==> src/rtl/clock_enable_unit_pkg.sv <==
// Shared types and helpers for clock_enable_unit: FSM encoding, default field
// width and the effective divisor/phase computation used by every channel.
package clock_enable_unit_pkg;

  typedef enum logic [1:0] {
    WAIT_LOCK = 2'd0,
    SETTLE    = 2'd1,
    RUN       = 2'd2
  } ceu_state_t;

  localparam int DIV_WIDTH_DEF = 8;

  // Helper works at a fixed wide width; callers zero-extend in and truncate out.
  localparam int DIV_W_MAX = 32;

  typedef struct packed {
    logic [DIV_W_MAX-1:0] de;
    logic [DIV_W_MAX-1:0] pe;
  } div_phase_t;

  // De = max(d,1); Pe = p clamped into [0, De-1].
  function automatic div_phase_t eff_div_phase(input logic [DIV_W_MAX-1:0] d,
                                               input logic [DIV_W_MAX-1:0] p);
    div_phase_t r;
    r.de = (d == '0) ? DIV_W_MAX'(1) : d;
    r.pe = (p < r.de) ? p : (r.de - DIV_W_MAX'(1));
    return r;
  endfunction

endpackage

==> src/rtl/clock_enable_unit_channel.sv <==
// One clock-enable channel: period counter, shadowed divisor/phase and the
// registered single-cycle strobe.
module clock_enable_channel
  import clock_enable_unit_pkg::*;
#(
  parameter int DIV_WIDTH = DIV_WIDTH_DEF
) (
  input  logic                 i_clock,
  input  logic                 i_reset,
  input  logic                 i_run,
  input  logic                 i_lock,
  input  logic                 i_enable,
  input  logic [DIV_WIDTH-1:0] i_div,
  input  logic [DIV_WIDTH-1:0] i_phase,
  output logic                 o_tick
);

  logic [DIV_WIDTH-1:0] r_cnt;
  logic [DIV_WIDTH-1:0] r_d_q;
  logic [DIV_WIDTH-1:0] r_p_q;
  logic                 r_tick;

  div_phase_t           w_eff;
  logic [DIV_WIDTH-1:0] w_de;
  logic [DIV_WIDTH-1:0] w_pe;
  logic [DIV_WIDTH-1:0] w_last;
  logic                 w_wrap;

  assign w_eff  = eff_div_phase(DIV_W_MAX'(r_d_q), DIV_W_MAX'(r_p_q));
  assign w_de   = DIV_WIDTH'(w_eff.de);
  assign w_pe   = DIV_WIDTH'(w_eff.pe);
  assign w_last = w_de - DIV_WIDTH'(1);
  assign w_wrap = (r_cnt == w_last);

  // Shadows only reload at the period boundary while running, so a new
  // divisor or phase never truncates or doubles a period.
  always_ff @(posedge i_clock or negedge i_reset) begin
    if (!i_reset) begin
      r_cnt  <= '0;
      r_d_q  <= '0;
      r_p_q  <= '0;
      r_tick <= 1'b0;
    end else begin
      if (i_run) begin
        r_cnt <= w_wrap ? '0 : (r_cnt + DIV_WIDTH'(1));
        if (w_wrap) begin
          r_d_q <= i_div;
          r_p_q <= i_phase;
        end
      end else begin
        r_cnt <= '0;
        r_d_q <= i_div;
        r_p_q <= i_phase;
      end
      r_tick <= i_run && i_lock && i_enable && (r_cnt == w_pe);
    end
  end

  assign o_tick = r_tick;

endmodule

==> src/rtl/clock_enable_unit.sv <==
// Multi-channel clock-enable generator gated by PLL lock and a settle period.
// Optional lock synchronizer: define CLOCK_ENABLE_UNIT_LOCK_SYNC_EN.
module clock_enable_unit
  import clock_enable_unit_pkg::*;
#(
  parameter int NUM_CHANNELS  = 3,
  parameter int DIV_WIDTH     = DIV_WIDTH_DEF,
  parameter int SETTLE_CYCLES = 16
) (
  input  logic                              i_clock,
  input  logic                              i_reset,
  input  logic                              i_locked,
  input  logic [NUM_CHANNELS-1:0]           i_enable,
  input  logic [NUM_CHANNELS*DIV_WIDTH-1:0] i_div,
  input  logic [NUM_CHANNELS*DIV_WIDTH-1:0] i_phase,
  output logic [NUM_CHANNELS-1:0]           o_tick,
  output logic                              o_valid
);

  localparam int SETTLE_W = (SETTLE_CYCLES > 1) ? $clog2(SETTLE_CYCLES) : 1;
  localparam logic [SETTLE_W-1:0] SETTLE_LAST = SETTLE_W'(SETTLE_CYCLES - 1);

  ceu_state_t          r_state;
  ceu_state_t          w_state_nxt;
  logic [SETTLE_W-1:0] r_settle;
  logic [SETTLE_W-1:0] w_settle_nxt;
  logic                w_lock_s;
  logic                w_run;

`ifdef CLOCK_ENABLE_UNIT_LOCK_SYNC_EN
  logic [1:0] r_lock_sync;

  always_ff @(posedge i_clock or negedge i_reset) begin
    if (!i_reset) begin
      r_lock_sync <= 2'b00;
    end else begin
      r_lock_sync <= {r_lock_sync[0], i_locked};
    end
  end

  assign w_lock_s = r_lock_sync[1];
`else
  assign w_lock_s = i_locked;
`endif

  always_ff @(posedge i_clock or negedge i_reset) begin
    if (!i_reset) begin
      r_state  <= WAIT_LOCK;
      r_settle <= '0;
    end else begin
      r_state  <= w_state_nxt;
      r_settle <= w_settle_nxt;
    end
  end

  // Settle counter only advances while lock holds in SETTLE; any exit clears it.
  always_comb begin
    w_state_nxt  = r_state;
    w_settle_nxt = '0;
    unique case (r_state)
      WAIT_LOCK: begin
        if (w_lock_s) w_state_nxt = SETTLE;
      end
      SETTLE: begin
        if (!w_lock_s) begin
          w_state_nxt = WAIT_LOCK;
        end else if (r_settle == SETTLE_LAST) begin
          w_state_nxt = RUN;
        end else begin
          w_settle_nxt = r_settle + SETTLE_W'(1);
        end
      end
      RUN: begin
        if (!w_lock_s) w_state_nxt = WAIT_LOCK;
      end
      default: w_state_nxt = WAIT_LOCK;
    endcase
  end

  assign w_run   = (r_state == RUN);
  assign o_valid = w_run;

  for (genvar c = 0; c < NUM_CHANNELS; c++) begin : g_ch
    clock_enable_channel #(
      .DIV_WIDTH (DIV_WIDTH)
    ) u_ch (
      .i_clock  (i_clock),
      .i_reset  (i_reset),
      .i_run    (w_run),
      .i_lock   (w_lock_s),
      .i_enable (i_enable[c]),
      .i_div    (i_div[c*DIV_WIDTH +: DIV_WIDTH]),
      .i_phase  (i_phase[c*DIV_WIDTH +: DIV_WIDTH]),
      .o_tick   (o_tick[c])
    );
  end

endmodule

==> config.mk <==
export PLATFORM = sky130hd
export DESIGN_NAME = clock_enable_unit
export DESIGN_NICKNAME = d
export VERILOG_FILES = /design/src/rtl/clock_enable_unit_pkg.sv /design/src/rtl/clock_enable_unit_channel.sv /design/src/rtl/clock_enable_unit.sv
export SDC_FILE = /design/constraint.sdc
export NUM_CORES = 1
export LEC_CHECK = 0
export BUFFER_PORTS_ARGS = -buffer_cell sky130_fd_sc_hd__buf_2
export CORE_ASPECT_RATIO = 1.2
export CORE_UTILIZATION = 30
export DETAILED_ROUTE_END_ITERATION = 10
export SLEW_MARGIN = 0
export SYNTH_ARGS = -nofsm -noshare
export SYNTH_HDL_FRONTEND = slang
export SYNTH_SLANG_ARGS = --single-unit
==> constraint.sdc <==
create_clock -name i_clock -period 4.7 [get_ports i_clock]
set_clock_uncertainty 0.05 [all_clocks]
set_input_delay 0.94 -clock i_clock [delete_from_list [all_inputs] [get_ports i_clock]]
set_output_delay 0.94 -clock i_clock [all_outputs]
set_load 0.1 [all_outputs]
Word level (Yosys, flattened, before mapping)
Index checks and enable logic that the tools add are counted.
{"block": "totals", "reg_bits": 81, "inputBits": 54, "output_inout_bits": 4, "elab_cells": 86}
{"block": "classes", "addsub": 10, "n_lt_le_gt_ge": 3, "n_eq_ne": 15, "mux": 32, "n_reduce_logical": 12}
{"op": "two-way mux 8 bit", "count": 24}
{"op": "less-than comparator 8 x 32 -> 1 bit", "count": 3}
{"op": "== test 8 bit", "count": 6}
{"op": "subtractor 8 x 1 -> 8 bit (second input constant)", "count": 6}
{"op": "adder 8 x 1 -> 8 bit (second input constant)", "count": 3}
{"op": "zero test 8 bit", "count": 3}
{"op": "two-way mux 4 bit", "count": 3}
{"op": "inequality test 2 bit (second input constant)", "count": 5}
{"op": "two-way mux 2 bit", "count": 4}
{"op": "logical AND 1 bit", "count": 7}
{"op": "case mux 2 bit (3 select lines)", "count": 1}
{"op": "adder 4 x 1 -> 4 bit (second input constant)", "count": 1}
{"op": "== test 4 bit (second input constant)", "count": 1}
{"op": "inequality test 3 bit (second input constant)", "count": 1}
{"op": "AND reduction 3 bit", "count": 1}
{"op": "== test 2 x 1 -> 1 bit (second input constant)", "count": 1}
{"op": "== test 2 bit (second input constant)", "count": 1}
{"op": "zero test 2 bit", "count": 1}

Longest topological paths before layout
Gate-level depths: netlist (run 1).
{"block": "depth", "ltp_word": 6, "ltp_mapped": 12, "mapped_depth_nobuf": 11}

Modules after synthesis
A second synthesis (run 1) with hierarchy kept.
{"block": "hier_totals", "cells_unflattened": 501, "area_unflattened_um2": 5388.9}
{"module": "clock_enable_channel at g_ch[1].u_ch ...", "n_inst": 2, "cells_each": 162, "area_per_inst_um2": 1727.9, "seq_area_each_um2": 625.6}
{"module": "clock_enable_channel at g_ch[0].u_ch", "n_inst": 1, "cells_each": 156, "area_per_inst_um2": 1677.9, "seq_area_each_um2": 625.6}
{"module": "clock_enable_unit", "n_inst": 1, "cells_each": 21, "area_per_inst_um2": 255.2, "seq_area_each_um2": 150.1}

Worst setup path after synthesis (run 1)
OpenSTA, ideal clock, no wires.
{"block": "synth_timing", "path_type": "register -> register", "startpoint": "register g_ch[2].u_ch.r_d_q[2]", "endpoint": "register g_ch[2].u_ch.r_d_q[2]", "setup_ns": 0.125, "arrival_time_ns": 3.175, "t_required_ns": 4.525, "setup_slack_ns": 1.350, "path_stages_with_launch": 13, "path_buffers": 2, "period_less_slack_ns": 3.350, "path_cell_list": "dfrtp_1 buf_6 or4_4 nor3_2 a21oi_1 ha_1 xnor2_1 a221oi_1 o31ai_1 nand3b_4 o41ai_4 buf_8 mux2_4"}
{"block": "synth_between", "elab_chain_cells": 5}
{"element": "from (decl)", "line": "clock_enable_unit_channel.sv:19", "source": "logic [DIV_WIDTH-1:0] r_d_q;"}
{"element": "from (signal assigned)", "line": "clock_enable_unit_channel.sv:47", "source": "r_d_q <= i_div;"}
{"element": "from (signal assigned)", "line": "clock_enable_unit_channel.sv:52", "source": "r_d_q <= i_div;"}
{"element": "zero test 8 bit", "line": "clock_enable_unit_pkg.sv:25", "source": "r.de = (d == '0) ? DIV_W_MAX'(1) : d;"}
{"element": "two-way mux 8 bit *", "line": "clock_enable_unit_pkg.sv:25"}
{"element": "subtractor 8 x 1 -> 8 bit *", "line": "clock_enable_unit_channel.sv:32", "source": "assign w_last = w_de - DIV_WIDTH'(1);"}
{"element": "== test 8 bit *", "line": "clock_enable_unit_channel.sv:33", "source": "assign w_wrap = (r_cnt == w_last);"}
{"element": "inequality test 2 bit (no source line) *"}
Every way passes the cells marked *; elsewhere a longest branch is shown, timed or not.
A chain may end at the register's enable or synchronous reset.

Worst setup path in the final report (run 1)
{"block": "layout_timing", "startpoint": "register g_ch[2].u_ch.r_d_q[4]", "endpoint": "register g_ch[2].u_ch.r_d_q[0]"}
Same word-level chain as after synthesis.

==> impl_metrics.ini, run 1 <==
[global_routing]
antenna_found_initial = 0
grt_pass1_wl_um = 19600
grt_usage_pct = 14.0
grt_max_degree = 48
grt_pass1_vias = 3988
grt-ovfl-total = 0

[power_and_ir_drop]
power_switching_share_pct = 24.5
p_clk_share_pct = 44.0
p_seq_share_pct = 44.4
leakage_nw = 2.70
switchingPower_mw = 0.416
power_density_nw_per_um2 = 287
intPower_mw = 1.28
power_frac_comb_pct = 11.6
power_mw = 1.70
vdd_drop_max_mv = 0.174

[finish]
fin_area_um2 = 5910
nNetsFinal = 617
antenna-diode-count = 0
fillers = 1668
drive_above_1_share_pct = 25.0
final_cells = 755
area_growth_pct = 14.6

[detailed_routing]
first_iter_violations = 203
drc = 0
firstDrtPassIters = 4
vias = 3769
wl_per_cell_um = 15.2
ant_nets = 0
drt_wl_total_um = 11500
vias_per_cell = 4.99

[worst_hold_path]
min_from = r_settle[0]
hold_path.class = reg2reg
holdPathStages = 1
min_to = r_settle[0]

[timing]
rsz0062_at_grt = no
drv_slew = 0
relSlewSlack_pct = 59.5
report.final.hold_viol_count = 0
setup_ws_ns = 1.13
period_share_pct = 76.0
period_minus_slack_ns = 3.57
finalSetupTns_ns = 0
finalSetupViolations = 0
worst_pin_slew_ns = 0.607
max_freq_mhz = 280

[die]
die_w_um = 122
rows = 52
die_h_um = 146
die_area_um2 = 17700
io_pins = 58
start_util_pct = 30.6
coreArea_um2 = 16900

[logic_synthesis]
synth_cell_type_count = 62
ys_top_cells_by_area = dfrtp_1, ha_1, xnor2_1
ys_seq_elements = 81
synth_top_area_share_pct = 39.3
yosysMostFrequentCell = dfrtp_1
synth_edf_count = 0
ys_top_cells_by_count = dfrtp_1, inv_1, xnor2_1, nor2_1, xor2_1
synthArstFlopShare_pct = 100
syn_area_per_cell_um2 = 10.7
synth_seq_area_share_pct = 39.3
synth_warnings = 0
synth_fp_nets = 565
synth_flop_cell = dfrtp_1
synthCells = 483
synth_top_cell_by_area = dfrtp_1
mappedNetlistArea_um2 = 5160

[clock_tree]
clk_latency_ns = 0.35
cts_max_level = 3
cts.repair.resized = 0
ctsHoldBuffers = 0
cts_made_buffers = 9
clk_pin_slew_ns = 0.06
clock_sinks = 81
clockBufferDepth = 2
cts_tree = done
cts_setup_buffers = 0
clockRootBuffer = clkbuf_16

[setup_path]
worst_r2r_path_depth = 11
startpoint_type = register
cp_data_arrival_time_ns = 3.75
r2r_end = g_ch[2].u_ch.r_d_q[0]
cp.required_ns = 4.88
rr_startpoint = g_ch[2].u_ch.r_d_q[4]
worst_setup_path_end_kind = register
rrSetupSlack_ns = 1.13
critPathSlowestCell = or4_4
critPathKind = reg2reg
max_stage_delay_ns = 0.60
crit_chain = or4_4 -> nor3_2 -> a21oi_1 -> ha_1 -> xnor2_1 -> a221oi_1 -> o31ai_1 -> nand3b_4 -> o41ai_4 -> buf_4 -> mux2_2
cp_num_buf_inv = 1
critPathTopFamily = simple AND/OR/NAND/NOR gates
worstPathMaxFanout = 24

[outcome]
run_status = completed

[placement]
hpwl_um = 8690
place_inst = 740
dpl_worst_slack_ns = 1.16
dpl_cell_area_um2 = 5600
gp_congestion = 0.850
port_buffers = 57

[flow_run]
drv_cap = 0
-- worst max-delay path by stage --
stage,to,depth (start not counted),slack [ns],startpoint
after floorplan,g_ch[2].u_ch.r_d_q[2],12,1.35,g_ch[2].u_ch.r_d_q[2]
after global routing,g_ch[2].u_ch.r_d_q[0],11,0.98,g_ch[2].u_ch.r_d_q[4]
final,g_ch[2].u_ch.r_d_q[0],11,1.13,g_ch[2].u_ch.r_d_q[4]
after global placement,g_ch[2].u_ch.r_d_q[1],11,1.22,g_ch[2].u_ch.r_d_q[4]
after CTS,g_ch[2].u_ch.r_d_q[0],11,1.16,g_ch[2].u_ch.r_d_q[4]
after detailed placement,g_ch[2].u_ch.r_d_q[1],11,1.16,g_ch[2].u_ch.r_d_q[4]
-- sequential cells by signal, summed over array words and instances, names as in the netlist --
| name | flops |
|---|---|
| g_ch.u_ch.r_p_q | 24 |
| g_ch.u_ch.o_tick | 3 |
| r_settle | 4 |
| g_ch.u_ch.r_d_q | 24 |
| g_ch.u_ch.r_cnt | 24 |
| r_state | 2 |
-- cells in the final DEF (no fill, tap or decap), drive strengths merged, types with 2 or more instances in the layout --
master   synthesis  routed
nand3b           2       2
o2111ai          2       2
o41ai            3       3
o211ai           3       3
clkinv           0       2
or4              3       3
nand3           15      15
nand4            8       8
a21oi           19      19
nor4b            2       2
nand4b           2       2
o21bai           2       2
a2111oi          6       6
nor4             4       4
dfrtp           81      81
nor3             8       8
xnor2           39      39
ha              28      28
clkbuf           7      10
nor2            38      38
a211o            2       2
o21ai           17      17
o22ai            3       3
o31ai            2       2
inv             40      40
buf             13      61
a211oi           3       3
bufinv           0       2
a221oi           2       2
xor2            29      29
mux2            52      52
and3            11      11
mux2i            8       8
nand2           13      13
a31oi            4       4
-- power groups by stage --
stage,Sequential (mW),Clock [mW],Combinational [mW]
floorplan,0.752,0,0.138
global placement,0.764,0,0.189
detailed placement,0.766,0,0.198
CTS,0.753,0.767,0.199
global route,0.756,0.799,0.223
finish,0.753,0.746,0.197
-- logic make-up (layout without fill, tap and decap cells) --
| family | count (synthesis) | after routing | synth area share, % |
|---|---|---|---|
| simple gates | 113 | 113 | 11.7 |
| flops | 81 | 81 | 39.3 |
| compound gates | 73 | 73 | 10.6 |
| xor+xnor | 68 | 68 | 11.5 |
| mux | 60 | 60 | 14.4 |
| buf+inv | 60 | 116 | 5.72 |
| fa+ha+maj | 28 | 28 | 6.79 |
-- through the flow --
| stage | hold slack (ns) | util, % |
|---|---|---|
| 6_report | 0.456 | 35.1 |
| 5_1_grt | 0.497 | 35.1 |
| 4_1_cts | 0.463 | 35.1 |
| 3_5_place_dp | 0.452 | 33.3 |
| 3_3_place_gp | 0.427 | 33.3 |
| 2_1_floorplan | 0.410 | - |
-- area by class of cell --
type,instances,area (um2),share of cell area [%]
tap,216,270,4.57
inverter,40,150,2.54
clock inverter,5,81.3,1.38
timing repair buffer,61,318,5.37
clock buffer,10,229,3.87
multi-input combinational,342,2840,48.0
sequential,81,2030,34.3
-- per-layer routing --
metal	share of wire, %	up-vias	global-route usage (%)	wire (um)
li1	-	1808	-	-
met1	42	1836	16.8	4870
met2	51	101	23.9	5870
met3	4.2	24	2.98	482
met4	2.1	0	6.11	246
met5	0	-	0	0
Note: power is estimated with default switching activity, not from simulation.
==> inputs of run 2 (changes only) <==
clock period = 3 ns   (was 4.7 ns; I/O delays follow)
==> run 2 against run 1 <==
The flow now finishes with violations (setup timing). Register-to-register slack worse by 1.3 ns. Power is 53% higher. Worst setup slack worse by 1.3 ns. Critical path depth is 1 higher. Global-route usage is 0.36 points higher. Worst hold slack worse by 0.22 ns. Critical endpoint is now g_ch[2].u_ch.r_d_q[1]. Highest routed layer unchanged.
==> impl_metrics.ini, run 2 (synthesis results as in run 1) <==
[timing]
max_freq_mhz = 315
rsz0062_at_grt = yes
drv_slew = 0
relSlewSlack_pct = 54.7
finalSetupViolations = 17
period_share_pct = 106
worst_hold_slack_ns = 0.231
worst_pin_slew_ns = 0.679
report.final.hold_viol_count = 0
setup_ws_ns = -0.175
finalSetupTns_ns = -2.55
period_minus_slack_ns = 3.17

[setup_path]
worstPathMaxFanout = 8
crit_cells = 12
critPathKind = reg2reg
worst_r2r_path_depth = 12
crit_path_end = g_ch[2].u_ch.r_d_q[1]
rr_startpoint = g_ch[2].u_ch.r_d_q[4]
cp_data_arrival_time_ns = 3.36
rrSetupSlack_ns = -0.17
startpoint_type = register
r2r_end = g_ch[2].u_ch.r_d_q[1]
worst_setup_path_end_kind = register
critPathTopFamily = simple AND/OR/NAND/NOR gates
cp_num_buf_inv = 2
cp.required_ns = 3.19
max_stage_delay_ns = 0.56
startpoint = g_ch[2].u_ch.r_d_q[4]
critPathSlowestCell = or4_4
crit_chain = or4_4 -> nor3_4 -> a21oi_2 -> ha_1 -> xnor2_1 -> a221oi_1 -> o31ai_1 -> nand3b_4 -> o41ai_4 -> buf_4 -> buf_12 -> mux2_2

[global_routing]
grt_pass1_vias = 3978
grt_max_degree = 52
grt_pass1_wl_um = 19800
grt-ovfl-total = 0
antenna_found_initial = 0
grt_usage_pct = 14.4

[outcome]
run_status = finished with violations
violations = setup timing

[die]
io_pins = 58
die_area_um2 = 17700
rows = 52
start_util_pct = 30.6
die_w_um = 122
coreArea_um2 = 16900
die_h_um = 146

[clock_tree]
clockBufferDepth = 2
clk_latency_ns = 0.35
cts_tree = done
cts_max_level = 3
clockRootBuffer = clkbuf_16
cts_made_buffers = 9
ctsHoldBuffers = 0
clock_sinks = 81
clk_pin_slew_ns = 0.07

[detailed_routing]
vias_per_cell = 4.89
wl_per_cell_um = 15.3
route.met2.wl_um = 6050
drt_wl_total_um = 12100
first_iter_violations = 229
drc = 0
ant_nets = 0
wl_met1_um = 5250
top_layer = met4
vias = 3858
met3WireLength_um = 368
firstDrtPassIters = 4

[finish]
final_cells = 789
drive_above_1_share_pct = 30.9
top_regs = g_ch.u_ch.r_cnt x24, g_ch.u_ch.r_d_q x24, g_ch.u_ch.r_p_q x24
nNetsFinal = 650
area_growth_pct = 21.4
fin_area_um2 = 6270
layout_commonest_cell = dfrtp_1
antenna-diode-count = 0
layout_common_cells = dfrtp_1, buf_2, inv_1

[worst_hold_path]
hold_path.class = in2async

[placement]
dpl_cell_area_um2 = 5900
hpwl_um = 9170
gp_congestion = 0.956
place_inst = 769
port_buffers = 57

[flow_run]
drv_cap = 0

[power_and_ir_drop]
power_density_nw_per_um2 = 415
leakage_nw = 2.90
vdd_drop_max_mv = 0.273
==> run 2: where the power goes <==
part	leakage (nW)	internal [mW]	total (mW)	switching, mW
Combinational	1.74	0.180	0.359	0.178
Sequential	1.02	1.13	1.17	0.0415
Clock	0.137	0.593	1.08	0.482
==> run 2: how the worst min path moves through the flow <==
stage                     slack [ns]                     to   startpoint
after floorplan                 0.25    g_ch[0].u_ch.o_tick      i_reset
after global placement          0.43            r_settle[0]  r_settle[0]
after detailed placement        0.45            r_settle[0]  r_settle[0]
after CTS                       0.26  g_ch[0].u_ch.r_d_q[5]      i_reset
after global routing            0.29  g_ch[0].u_ch.r_d_q[5]      i_reset
final                           0.23  g_ch[0].u_ch.r_d_q[5]      i_reset
==> run 2: what timing repair did <==
action | in CTS | in global routing
gates cloned | 0 | 1
buffers inserted | 0 | 4
pin swaps | 0 | 3
gates resized for setup | 2 | 5
setup endpoints to repair | 17 | 43
==> run 2: cell type report <==
class,count,area (um2)
flip-flops and latches,81,2030
well taps,216,270
multi-input cells,342,2880
inverters,40,150
repair buffers,94,646
fillers,1645,10600
clock buffers,10,239
clock inverters,6,52.6
==> run 2: metal layers <==
layer,up-vias,GRT usage [%]
li1,1866,-
met1,1886,17.2
met2,77,23.9
met3,29,2.63
met4,0,8.52
met5,-,0
==> run 2: through the flow <==
step | total power [mW] | util [%] | worst slack, ns
final | 2.60 | 37.2 | -0.175
after floorplan | 1.40 | - | -0.201
after detailed placement | 1.54 | 35.0 | -0.222
after global placement | 1.53 | 35.0 | -0.113
after CTS | 2.63 | 36.8 | -0.174
after global routing | 2.72 | 37.2 | -0.278
